<file path="config.mk">
export PLATFORM = sky130hd
export DESIGN_NAME = franco_xor_top
export DESIGN_NICKNAME = d
export VERILOG_FILES = /design/src/rtl/franco_xor_top.sv
export SDC_FILE = /design/constraint.sdc
export NUM_CORES = 1
export LEC_CHECK = 0
export ABC_AREA = 1
export CORE_MARGIN = 1
export CORE_UTILIZATION = 40
export CTS_CLUSTER_SIZE = 8
export DETAILED_ROUTE_END_ITERATION = 10
export SETUP_SLACK_MARGIN = 0.1
export SLEW_MARGIN = 10
export SYNTH_ARGS = -nofsm -noshare
export SYNTH_HDL_FRONTEND = slang
export SYNTH_SLANG_ARGS = --single-unit
</file>
<file path="constraint.sdc">
create_clock -name iClk -period 4.7 [get_ports iClk]
set_clock_uncertainty 0.2 [all_clocks]
set_input_delay 1.41 -clock iClk [delete_from_list [all_inputs] [get_ports iClk]]
set_output_delay 1.41 -clock iClk [all_outputs]
set_load 0.005 [all_outputs]
</file>
<file path="src/rtl/franco_xor_top.sv">
// franco_xor_top
// Serial XOR cipher. A WIDTH-bit key and a WIDTH-bit message are shifted in
// MSB first from one data pin. Their XOR is then shifted out MSB first, one
// bit per slow period, and a done flag is raised. All sequencing advances on
// "ticks", which are the iClk edges where the internally divided clock
// oClk_slow rises.
//
// Ports:
//   iClk       system clock (all flops on rising edge)
//   iRst       asynchronous active-high reset
//   iEn        global enable; 0 freezes every register, divider included
//   iData_in   serial input bit for key/message loading
//   iLoad_key  shift iData_in into the key on each tick (has priority)
//   iLoad_msg  shift iData_in into the message on each tick
//   oClk_slow  divided clock, period 2*DIV iClk cycles, 50% duty
//   oData_out  serial result bit (0 outside the output phase)
//   oDone_flag high once the whole result has been shifted out
module franco_xor_top #(
    parameter int WIDTH = 8,
    parameter int DIV   = 4
) (
    input  logic iClk,
    input  logic iRst,
    input  logic iEn,
    input  logic iData_in,
    input  logic iLoad_key,
    input  logic iLoad_msg,
    output logic oClk_slow,
    output logic oData_out,
    output logic oDone_flag
);

    localparam int CW = $clog2(WIDTH + 1);
    localparam int DW = (DIV > 1) ? $clog2(DIV) : 1;
    localparam logic [DW-1:0] DIV_LAST = DW'(DIV - 1);
    localparam logic [CW-1:0] CNT_FULL = CW'(WIDTH);
    localparam logic [CW-1:0] CNT_LAST = CW'(WIDTH - 1);

    typedef enum logic [1:0] {
        LOAD = 2'd0,
        OUT  = 2'd1,
        DONE = 2'd2
    } state_t;

    logic [DW-1:0]    divCnt_r;
    logic             clkSlow_r;
    logic             tick_s;

    state_t           state_r,   state_s;
    logic [WIDTH-1:0] key_r,     key_s;
    logic [WIDTH-1:0] msg_r,     msg_s;
    logic [CW-1:0]    keyCnt_r,  keyCnt_s;
    logic [CW-1:0]    msgCnt_r,  msgCnt_s;
    logic [WIDTH-1:0] outSr_r,   outSr_s;
    logic [CW-1:0]    outCnt_r,  outCnt_s;
    logic             dataOut_r, dataOut_s;
    logic             done_r,    done_s;

    // Tick is the enabled edge on which the slow clock goes from 0 to 1.
    assign tick_s = iEn && (divCnt_r == DIV_LAST) && !clkSlow_r;

    // Clock divider: count 0..DIV-1 and toggle the slow clock on wrap.
    always_ff @(posedge iClk or posedge iRst) begin
        if (iRst) begin
            divCnt_r  <= {DW{1'b0}};
            clkSlow_r <= 1'b0;
        end else if (iEn) begin
            if (divCnt_r == DIV_LAST) begin
                divCnt_r  <= {DW{1'b0}};
                clkSlow_r <= ~clkSlow_r;
            end else begin
                divCnt_r  <= divCnt_r + DW'(1);
            end
        end
    end

    // Next-state and datapath decode, evaluated for the coming tick.
    always_comb begin
        state_s   = state_r;
        key_s     = key_r;
        msg_s     = msg_r;
        keyCnt_s  = keyCnt_r;
        msgCnt_s  = msgCnt_r;
        outSr_s   = outSr_r;
        outCnt_s  = outCnt_r;
        dataOut_s = dataOut_r;
        done_s    = done_r;
        case (state_r)
            LOAD: begin
                // Both registers full: start output; loads ignored this tick.
                if ((keyCnt_r == CNT_FULL) && (msgCnt_r == CNT_FULL)) begin
                    outSr_s   = key_r ^ msg_r;
                    dataOut_s = key_r[WIDTH-1] ^ msg_r[WIDTH-1];
                    outCnt_s  = {CW{1'b0}};
                    state_s   = OUT;
                end else if (iLoad_key && (keyCnt_r < CNT_FULL)) begin
                    key_s    = {key_r[WIDTH-2:0], iData_in};
                    keyCnt_s = keyCnt_r + CW'(1);
                end else if (iLoad_msg && (msgCnt_r < CNT_FULL)) begin
                    msg_s    = {msg_r[WIDTH-2:0], iData_in};
                    msgCnt_s = msgCnt_r + CW'(1);
                end else begin
                    state_s = LOAD;
                end
            end
            OUT: begin
                if (outCnt_r < CNT_LAST) begin
                    outSr_s   = {outSr_r[WIDTH-2:0], 1'b0};
                    dataOut_s = outSr_r[WIDTH-2];
                    outCnt_s  = outCnt_r + CW'(1);
                end else begin
                    dataOut_s = 1'b0;
                    done_s    = 1'b1;
                    state_s   = DONE;
                end
            end
            DONE: begin
                // A load request restarts; its bit is the first loaded bit,
                // counted from freshly cleared counters.
                if (iLoad_key) begin
                    key_s    = {key_r[WIDTH-2:0], iData_in};
                    keyCnt_s = CW'(1);
                    msgCnt_s = {CW{1'b0}};
                    done_s   = 1'b0;
                    state_s  = LOAD;
                end else if (iLoad_msg) begin
                    msg_s    = {msg_r[WIDTH-2:0], iData_in};
                    msgCnt_s = CW'(1);
                    keyCnt_s = {CW{1'b0}};
                    done_s   = 1'b0;
                    state_s  = LOAD;
                end else begin
                    state_s = DONE;
                end
            end
            default: begin
                state_s   = LOAD;
                dataOut_s = 1'b0;
                done_s    = 1'b0;
            end
        endcase
    end

    // Sequencer state and datapath registers, updated only on ticks.
    always_ff @(posedge iClk or posedge iRst) begin
        if (iRst) begin
            state_r   <= LOAD;
            key_r     <= {WIDTH{1'b0}};
            msg_r     <= {WIDTH{1'b0}};
            keyCnt_r  <= {CW{1'b0}};
            msgCnt_r  <= {CW{1'b0}};
            outSr_r   <= {WIDTH{1'b0}};
            outCnt_r  <= {CW{1'b0}};
            dataOut_r <= 1'b0;
            done_r    <= 1'b0;
        end else if (tick_s) begin
            state_r   <= state_s;
            key_r     <= key_s;
            msg_r     <= msg_s;
            keyCnt_r  <= keyCnt_s;
            msgCnt_r  <= msgCnt_s;
            outSr_r   <= outSr_s;
            outCnt_r  <= outCnt_s;
            dataOut_r <= dataOut_s;
            done_r    <= done_s;
        end
    end

    assign oClk_slow  = clkSlow_r;
    assign oData_out  = dataOut_r;
    assign oDone_flag = done_r;

endmodule

</file>
Word-level counts from Yosys, hierarchy flattened
Index checks and enable logic that the tools add are counted.
Widths: inputs -> output; s select.
{"block": "op_classes", "n_addsub": 4, "n_lt_le_gt_ge": 3, "eq_ne": 18, "mux": 42, "bitwise_logic": 5, "reduce_logical": 18}
{"cell": "$mux 8", "n": 8}
{"cell": "$mux 4", "n": 11}
{"cell": "$pmux 8 s2", "n": 2}
{"cell": "$pmux 4 s2", "n": 3}
{"cell": "$ne 2x2->1 const B", "n": 10}
{"cell": "$mux 2", "n": 7}
{"cell": "$mux 7", "n": 2}
{"cell": "$pmux 7 s2", "n": 1}
{"cell": "$add 4x1->4 const B", "n": 3}
{"cell": "$reduce_and 4->1", "n": 3}
{"cell": "$reduce_and 5->1", "n": 2}
{"cell": "$ne 3x3->1 const B", "n": 3}
{"cell": "$eq 4x4->1 const B", "n": 2}
{"cell": "$lt 4x4->1 const B", "n": 2}
{"cell": "$reduce_and 7->1", "n": 1}
{"cell": "$xor 7x7->7", "n": 1}
{"cell": "$pmux 1 s3", "n": 2}
{"cell": "$pmux 2 s3", "n": 1}
{"cell": "$reduce_and 6->1", "n": 1}
{"cell": "$logic_and 1x1->1", "n": 5}
{"cell": "$mux 1", "n": 5}
{"cell": "$eq 2x2->1 const B", "n": 2}
{"cell": "$lt 4x3->1 const B", "n": 1}
{"cell": "$reduce_bool 2->1", "n": 2}
{"cell": "8 further kinds", "n": 10}
{"block": "word_totals", "reg_bits": 42, "in_bits": 6, "wordCells": 101}

Depth between registers and ports, before layout
Gate-level depths: netlist of run 1.
{"block": "depth", "word_depth": 6, "mapped_depth": 11, "mapped_depth_nobuf": 10}

Worst setup path before layout of run 1
OpenSTA, ideal clock, no wires.
{"block": "synth_timing", "path_type": "input -> register", "start": "in iEn", "end": "reg key_r[7]", "arrival_time_ps": 2153, "required_time_ps": 4382, "path_slack_ps": 2229, "path_stages": 8, "cell_sequence": "nand2_2 -> nor2_4 -> nand2_1 -> nor2_4 -> nand2_2 -> buf_6 -> nand2_1 -> o21ai_2"}
{"block": "synth_via", "elab_chain_cells": 3}
{"item": "start, declared", "line_no": "24", "rtl": "input logic iEn,"}
{"item": "$logic_and 1x1->1 (2 in a row)", "line_no": "60", "rtl": "assign tick_s = iEn && (divCnt_r == DIV_LAST) && !clkSlow_r;"}
{"item": "$reduce_and 5->1 (no source line)"}
{"item": "end signal, assigned", "line_no": "148", "rtl": "key_r <= {WIDTH{1'b0}};"}
{"item": "end signal, assigned", "line_no": "158", "rtl": "key_r <= key_s;"}
{"item": "end, declared", "line_no": "50", "rtl": "logic [WIDTH-1:0] key_r, key_s;"}
No other way between the ends.
A chain may end at the register's enable or synchronous reset.

Worst setup path in the final report of run 1
{"block": "layout_timing", "start": "in iEn", "end": "reg outSr_r[5]"}
{"block": "layout_via", "elab_chain_cells": 3}
{"item": "$logic_and 1x1->1 (2 in a row)", "line_no": "60"}
{"item": "$reduce_and 4->1 (no source line)"}
{"item": "end signal, assigned", "line_no": "152", "rtl": "outSr_r <= {WIDTH{1'b0}};"}
{"item": "end signal, assigned", "line_no": "162", "rtl": "outSr_r <= outSr_s;"}
{"item": "end, declared", "line_no": "54", "rtl": "logic [WIDTH-1:0] outSr_r, outSr_s;"}
No other way between the ends.

==> run metrics, run 1 <==
final period utilization 67.41%; vias in the first global route 1709; number of setup violations in the final report 0; P per Cell Area 378.9 nW/um^2; clock-pin slew on the worst setup and hold paths 0.08 ns; synthesized area per cell 8.274 um^2; CTS resizes 0; initial antenna violation count 0; clock tree root driver cell clkbuf_8; async set-reset flop share out of synthesis 100.0%; net count after synthesis 291; Vias per Instance 4.981; Die W 77.97 um; max_cap viols 0; Slew @ Worst Pin 0.7435 ns; Post-CTS Hold Fix Bufs 0; number of cell rows 27; status finished clean; crit end category flip-flop; Fin Setup TNS 0 ns; FMAX 0.3156 GHz; register bit total from synthesis 42; first-pass GRT wire length 7879 um; total track usage 16.62%; area leader, netlist dfrtp_1; postcts setup bufs 0; share of cells above drive strength 1 16.32%; # nets final 301; final max-slew violation count 0; Num CTS Buffers 5; crit-path max FO 22; worst vdd ir 0.2197 mV; CTS tree yes; io pins 9; CP Launch Type input pin; clk_lat worst skew 0.29 ns; Synth Warn # 0; die height 77.97 um; synthesized cell area 2308 um^2; RSZ-0062 raised after global routing no; worst hold slack 0.2867 ns; core area 5540 um^2; pin count of the biggest net entering global routing 24; Die ar. 6079 um^2; ANT nets after route 0; min Tclk post-route 3.168 ns; Post-route DRC 0; Starting Density 41.67%; EDFF count, synth 0; library cells used by synthesis 27; final-layout fill cell count 572; Worst Path Class, Setup in -> reg; Leakage Power 1.225 nW; CP arrival 3.14 ns; placer congestion estimate 0.7830; Inserted Diodes 0; ys flop type dfrtp_1; worst path required time 4.67 ns; worst hold path class reg -> reg; Slew headroom 50.13%; Synth area leaders dfrtp_1, nand2_1, o21ai_2; Num Clock Sinks 42; PortBufs 8; routed wire length 4428 um; Synth top area share 45.53%; Post-DP HPWL 3164 um; sequential fraction of the synthesis area 45.53%; Mapped Cells 279; Fin. Hold Viols 0; via count 1793; DR WL/cell 12.30 um; count leader, synth nand2_1; Max Buffers Root-to-Sink 2; drt first pass iters 4; Synth-to-Final Area Change 8.781%; H-tree levels 2; synth cell count leaders nand2_1, dfrtp_1, inv_1, nand3_1, o21ai_0; 1st-iter DRT viols 167; GRT overflow 0
## worst paths after layout
| check | startpoint | slack (ns) | cells after the start | to |
|---|---|---|---|---|
| min in group asynchronous | iRst | 1.26 | 2 | msgCnt_r[3]$_DFFE_PP0P_ |
| worst max-delay path | iEn | 1.53 | 6 | outSr_r[5]$_DFFE_PP0P_ |
| max in group asynchronous | iRst | 2.33 | 3 | msg_r[3]$_DFFE_PP0P_ |
| worst min register to register | divCnt_r[0]$_DFFE_PP0P_ | 0.29 | 1 | divCnt_r[0]$_DFFE_PP0P_ |
| worst max register to register | outCnt_r[0]$_DFFE_PP0P_ | 2.59 | 7 | outSr_r[5]$_DFFE_PP0P_ |
| worst min-delay path | divCnt_r[0]$_DFFE_PP0P_ | 0.29 | 1 | divCnt_r[0]$_DFFE_PP0P_ |
## metrics by stage
step / total power [mW] / std cells / instance area, um^2 / util, % / setup slack (ns)
after floorplan: 0.6695 / 279 / 2308 / - / 2.116
after global placement: 0.7243 / 354 / 2429 / 43.83 / 1.248
after detailed placement: 0.7308 / 354 / 2429 / 43.83 / 1.202
after CTS: 0.9629 / 360 / 2511 / 45.33 / 1.504
after global routing: 1.029 / 360 / 2511 / 45.33 / 1.354
final: 0.9515 / 360 / 2511 / 45.33 / 1.532
## logic make-up (layout without fill, tap and decap cells)
group                    Yosys count  in the layout  share of synthesized area (%)
adder cells (fa/ha/maj)            6              6                          3.252
XOR/XNOR                           5              5                          1.897
AO/OA/AOI/OAI                     40             40                          11.22
flip-flops                        42             42                          45.53
buffers and inverters             32             41                          6.720
multiplexers                       2              2                         0.9214
AND/OR/NAND/NOR                  152            152                          30.46
## worst max-delay path, cell delays in order
cell	delay [ns]
clkdlybuf4s50_1	0.53
nand2_2	0.09
nor2_4	0.32
nand3_2	0.49
nand2_1	0.22
o21ai_2	0.07
## cells in the final DEF, fill, tap and decap left out, drive strengths merged, types with 2 or more instances in the layout
cell type / synthesis / final
nand4: 9 / 9
xnor2: 3 / 3
nand3: 20 / 20
nand2: 98 / 98
clkdlybuf4s50: 0 / 8
a21oi: 7 / 7
xor2: 2 / 2
o22ai: 3 / 3
inv: 26 / 25
ha: 6 / 6
dfrtp: 42 / 42
nor2: 21 / 21
clkbuf: 0 / 6
o21ai: 29 / 29
or2: 4 / 4
## where the power goes
| part | total (mW) | internal (mW) | switching, mW |
|---|---|---|---|
| Clock | 0.232 | 0.113 | 0.119 |
| Combinational | 0.239 | 0.0994 | 0.139 |
| Sequential | 0.481 | 0.421 | 0.0595 |
| Total | 0.952 | 0.634 | 0.318 |
## registers in the layout (all words and copies together) (netlist names)
| register | flops |
|---|---|
| key_r | 8 |
| msg_r | 8 |
| outSr_r | 7 |
| keyCnt_r | 4 |
| msgCnt_r | 4 |
| outCnt_r | 4 |
| divCnt_r | 2 |
| state_r | 2 |
| oClk_slow | 1 |
| oData_out | 1 |
| oDone_flag | 1 |
## per-layer routing
metal / vias up / GRT usage [%] / wire length, um
li1: 917 / - / -
met1: 848 / 23.00 / 2327
met2: 23 / 26.11 / 1948
met3: 5 / 3.882 / 99
met4: 0 / 4.444 / 53
met5: - / 0 / 0
## area by class of cell
cell class / count / area, um^2 / share of cell area [%]
Timing Repair Buffer: 9 / 87.58 / 3.488
Sequential cell: 42 / 1051 / 41.85
Tap cell: 72 / 90.09 / 3.587
Inverter: 26 / 97.59 / 3.886
Multi-Input combinational cell: 205 / 1102 / 43.90
Clock buffer: 6 / 82.58 / 3.288
Note: power is estimated with default switching activity, not from simulation.
==> run 2: changes to the inputs <==
clock period = 2.6 ns   (was 4.7 ns; I/O delays follow)
==> run 2 against run 1 <==
Compared with the run above:
- final area up 2.8%
- count of clock-buffer cells in the layout up 2
- flip-flop and latch count unchanged
- first-iteration DRC count down 42%
- total power up 88%
- clock power up 110%
- hold slack worse by 0.010 ns
- utilization up 1.3 points
- sequential power up 81%
- die area unchanged
- critical path type is now reg -> out
- critical endpoint is now oClk_slow
- largest cell class unchanged
==> run metrics, run 2 (same netlist as run 1, synthesis figures left out) <==
crit-path max FO 3 (-86%); final max-slew violation count 0 (unchanged); worst vdd ir 0.4109 mV (+87%); routed wire length 4361 um (-1.5%); share of cells above drive strength 1 18.03% (+1.7 points); Leakage Power 1.263 nW (+3.2%); Comb pwr share 24.4% (-0.7 points); 1st-iter DRT viols 97 (-42%); placer congestion estimate 0.7949 (+1.5%); Worst Path Class, Setup reg -> out; Vias per Instance 4.896 (-1.7%); Slew headroom 78.34% (+28 points); fin util 46.59% (+1.3 points); family with the most delay on the worst path buffers and inverters; PortBufs 8 (unchanged); number of setup violations in the final report 0 (unchanged); Max Buffers Root-to-Sink 2 (unchanged); worst reg-to-reg setup slack 0.68 ns (-1.91 ns); number of cell rows 27 (unchanged); clk_lat worst skew 0.29 ns (about the same); P per Cell Area 694.8 nW/um^2 (+83%); CP max-delay cell clkdlybuf4s50_1; total track usage 16.73% (+0.11 points); cell internal pwr 1.218 mW (+92%); Post-DP HPWL 3128 um (-1.2%); Synth-to-Final Area Change 11.82%; CTS tree yes; Starting Density 41.67% (unchanged); die height 77.97 um (unchanged); clock tree root driver cell clkbuf_8; pin count of the biggest net entering global routing 43 (+79%); CTS resizes 0 (unchanged); final period utilization 85.59%; Num CTS Buffers 5 (unchanged); routed wl met2 1880 um (-3.5%); first-pass GRT wire length 8024 um (+1.8%); worst path required time 1.62 ns (-3.05 ns); Fin. Hold Viols 0 (unchanged); postcts setup bufs 0 (unchanged); M1 WL 2297 um (-1.3%); Top Registers key_r (8), msg_r (8), outSr_r (7); Switching Fraction 32.08% (-1.3 points); initial antenna violation count 0 (unchanged); Inserted Diodes 0 (unchanged); core area 5540 um^2 (unchanged); ANT nets after route 0 (unchanged); DR top layer met4; Clk pwr share 27.1% (+2.7 points); FMAX 0.4494 GHz; io pins 9 (unchanged); met3 WL 123 um (+24%); H-tree levels 2 (unchanged); Die W 77.97 um (unchanged); Post-route DRC 0 (unchanged); CP Launch Type flip-flop; Die ar. 6079 um^2 (unchanged); DR WL/cell 11.92 um (-3.1%); WP buf/inv 1 (unchanged); status finished clean; CP arrival 1.25 ns (-1.89 ns); vias in the first global route 1752 (+2.5%); worst hold path class reg -> reg; NetSw 0.5754 mW (+81%); Post-CTS Hold Fix Bufs 0 (unchanged); clock-pin slew on the worst setup and hold paths 0.08 ns (about the same); min Tclk post-route 2.225 ns; Num Clock Sinks 42 (unchanged); GRT overflow 0 (unchanged); drt first pass iters 4 (unchanged); share of power burned in registers 48.6% (-1.9 points); most frequent cells in the layout nand2_1, dfrtp_1, inv_1, nand3_1, o21ai_0; # nets final 305 (+1.3%); RSZ-0062 raised after global routing no; crit end category output pin; Fin Setup TNS 0 ns (unchanged); CP peak stage delay 0.53 ns (about the same); Slew @ Worst Pin 0.3215 ns (-0.4220 ns); via count 1792 (-0.056%); max_cap viols 0 (unchanged); critical path cell sequence clkdlybuf4s50_1; most common cell after layout, fill and taps aside nand2_1
## run 2: changes by cell type in the layout (fill, tap and decap cells not counted), sizes merged
cell | previous run | this run
buf | 1 | 5
clkbuf | 6 | 8
## run 2: power groups by stage
stage / Clock (mW) / Combinational (mW) / Sequential, mW
after global routing: 0.528 / 0.518 / 0.889
after detailed placement: 0 / 0.442 / 0.884
after CTS: 0.503 / 0.444 / 0.872
final: 0.485 / 0.437 / 0.871
after global placement: 0 / 0.434 / 0.884
after floorplan: 0 / 0.354 / 0.857
## run 2: worst paths after layout
path,startpoint,endpoint,cells after the start
max,oClk_slow$_DFFE_PP0N_,oClk_slow,1
min,key_r[6]$_DFFE_PP0P_,key_r[6]$_DFFE_PP0P_,2
max reg2reg,keyCnt_r[0]$_DFFE_PP0P_,key_r[7]$_DFFE_PP0P_,10
min reg2reg,key_r[6]$_DFFE_PP0P_,key_r[6]$_DFFE_PP0P_,2
max in group asynchronous,iRst,keyCnt_r[2]$_DFFE_PP0P_,3
min in group asynchronous,iRst,divCnt_r[0]$_DFFE_PP0P_,3
## run 2: through the flow
step | power (mW) | hold WS [ns] | instances | instance area (um^2) | setup slack, ns
3_5_place_dp | 1.326 | 0.2626 | 358 | 2471 | 0.1513
6_report | 1.793 | 0.2767 | 366 | 2581 | 0.3746
3_3_place_gp | 1.318 | 0.2583 | 358 | 2471 | 0.1784
5_1_grt | 1.935 | 0.3074 | 366 | 2581 | 0.3117
4_1_cts | 1.819 | 0.2825 | 366 | 2581 | 0.3538
2_1_floorplan | 1.210 | 0.2419 | 279 | 2308 | 0.6456
## run 2: metal layers
metal / GRT usage [%] / vias up
li1: - / 935
met1: 22.88 / 830
met2: 26.37 / 21
met3: 3.882 / 6
met4: 5.000 / 0
met5: 0 / -
## run 2: cell type report
class / count / area, um^2
fill: 572 / 2959
multi-input combinational: 205 / 1102
sequential: 42 / 1051
timing repair buffer: 13 / 130.1
clock buffer: 8 / 110.1
inverter: 26 / 97.59
tap: 72 / 90.09
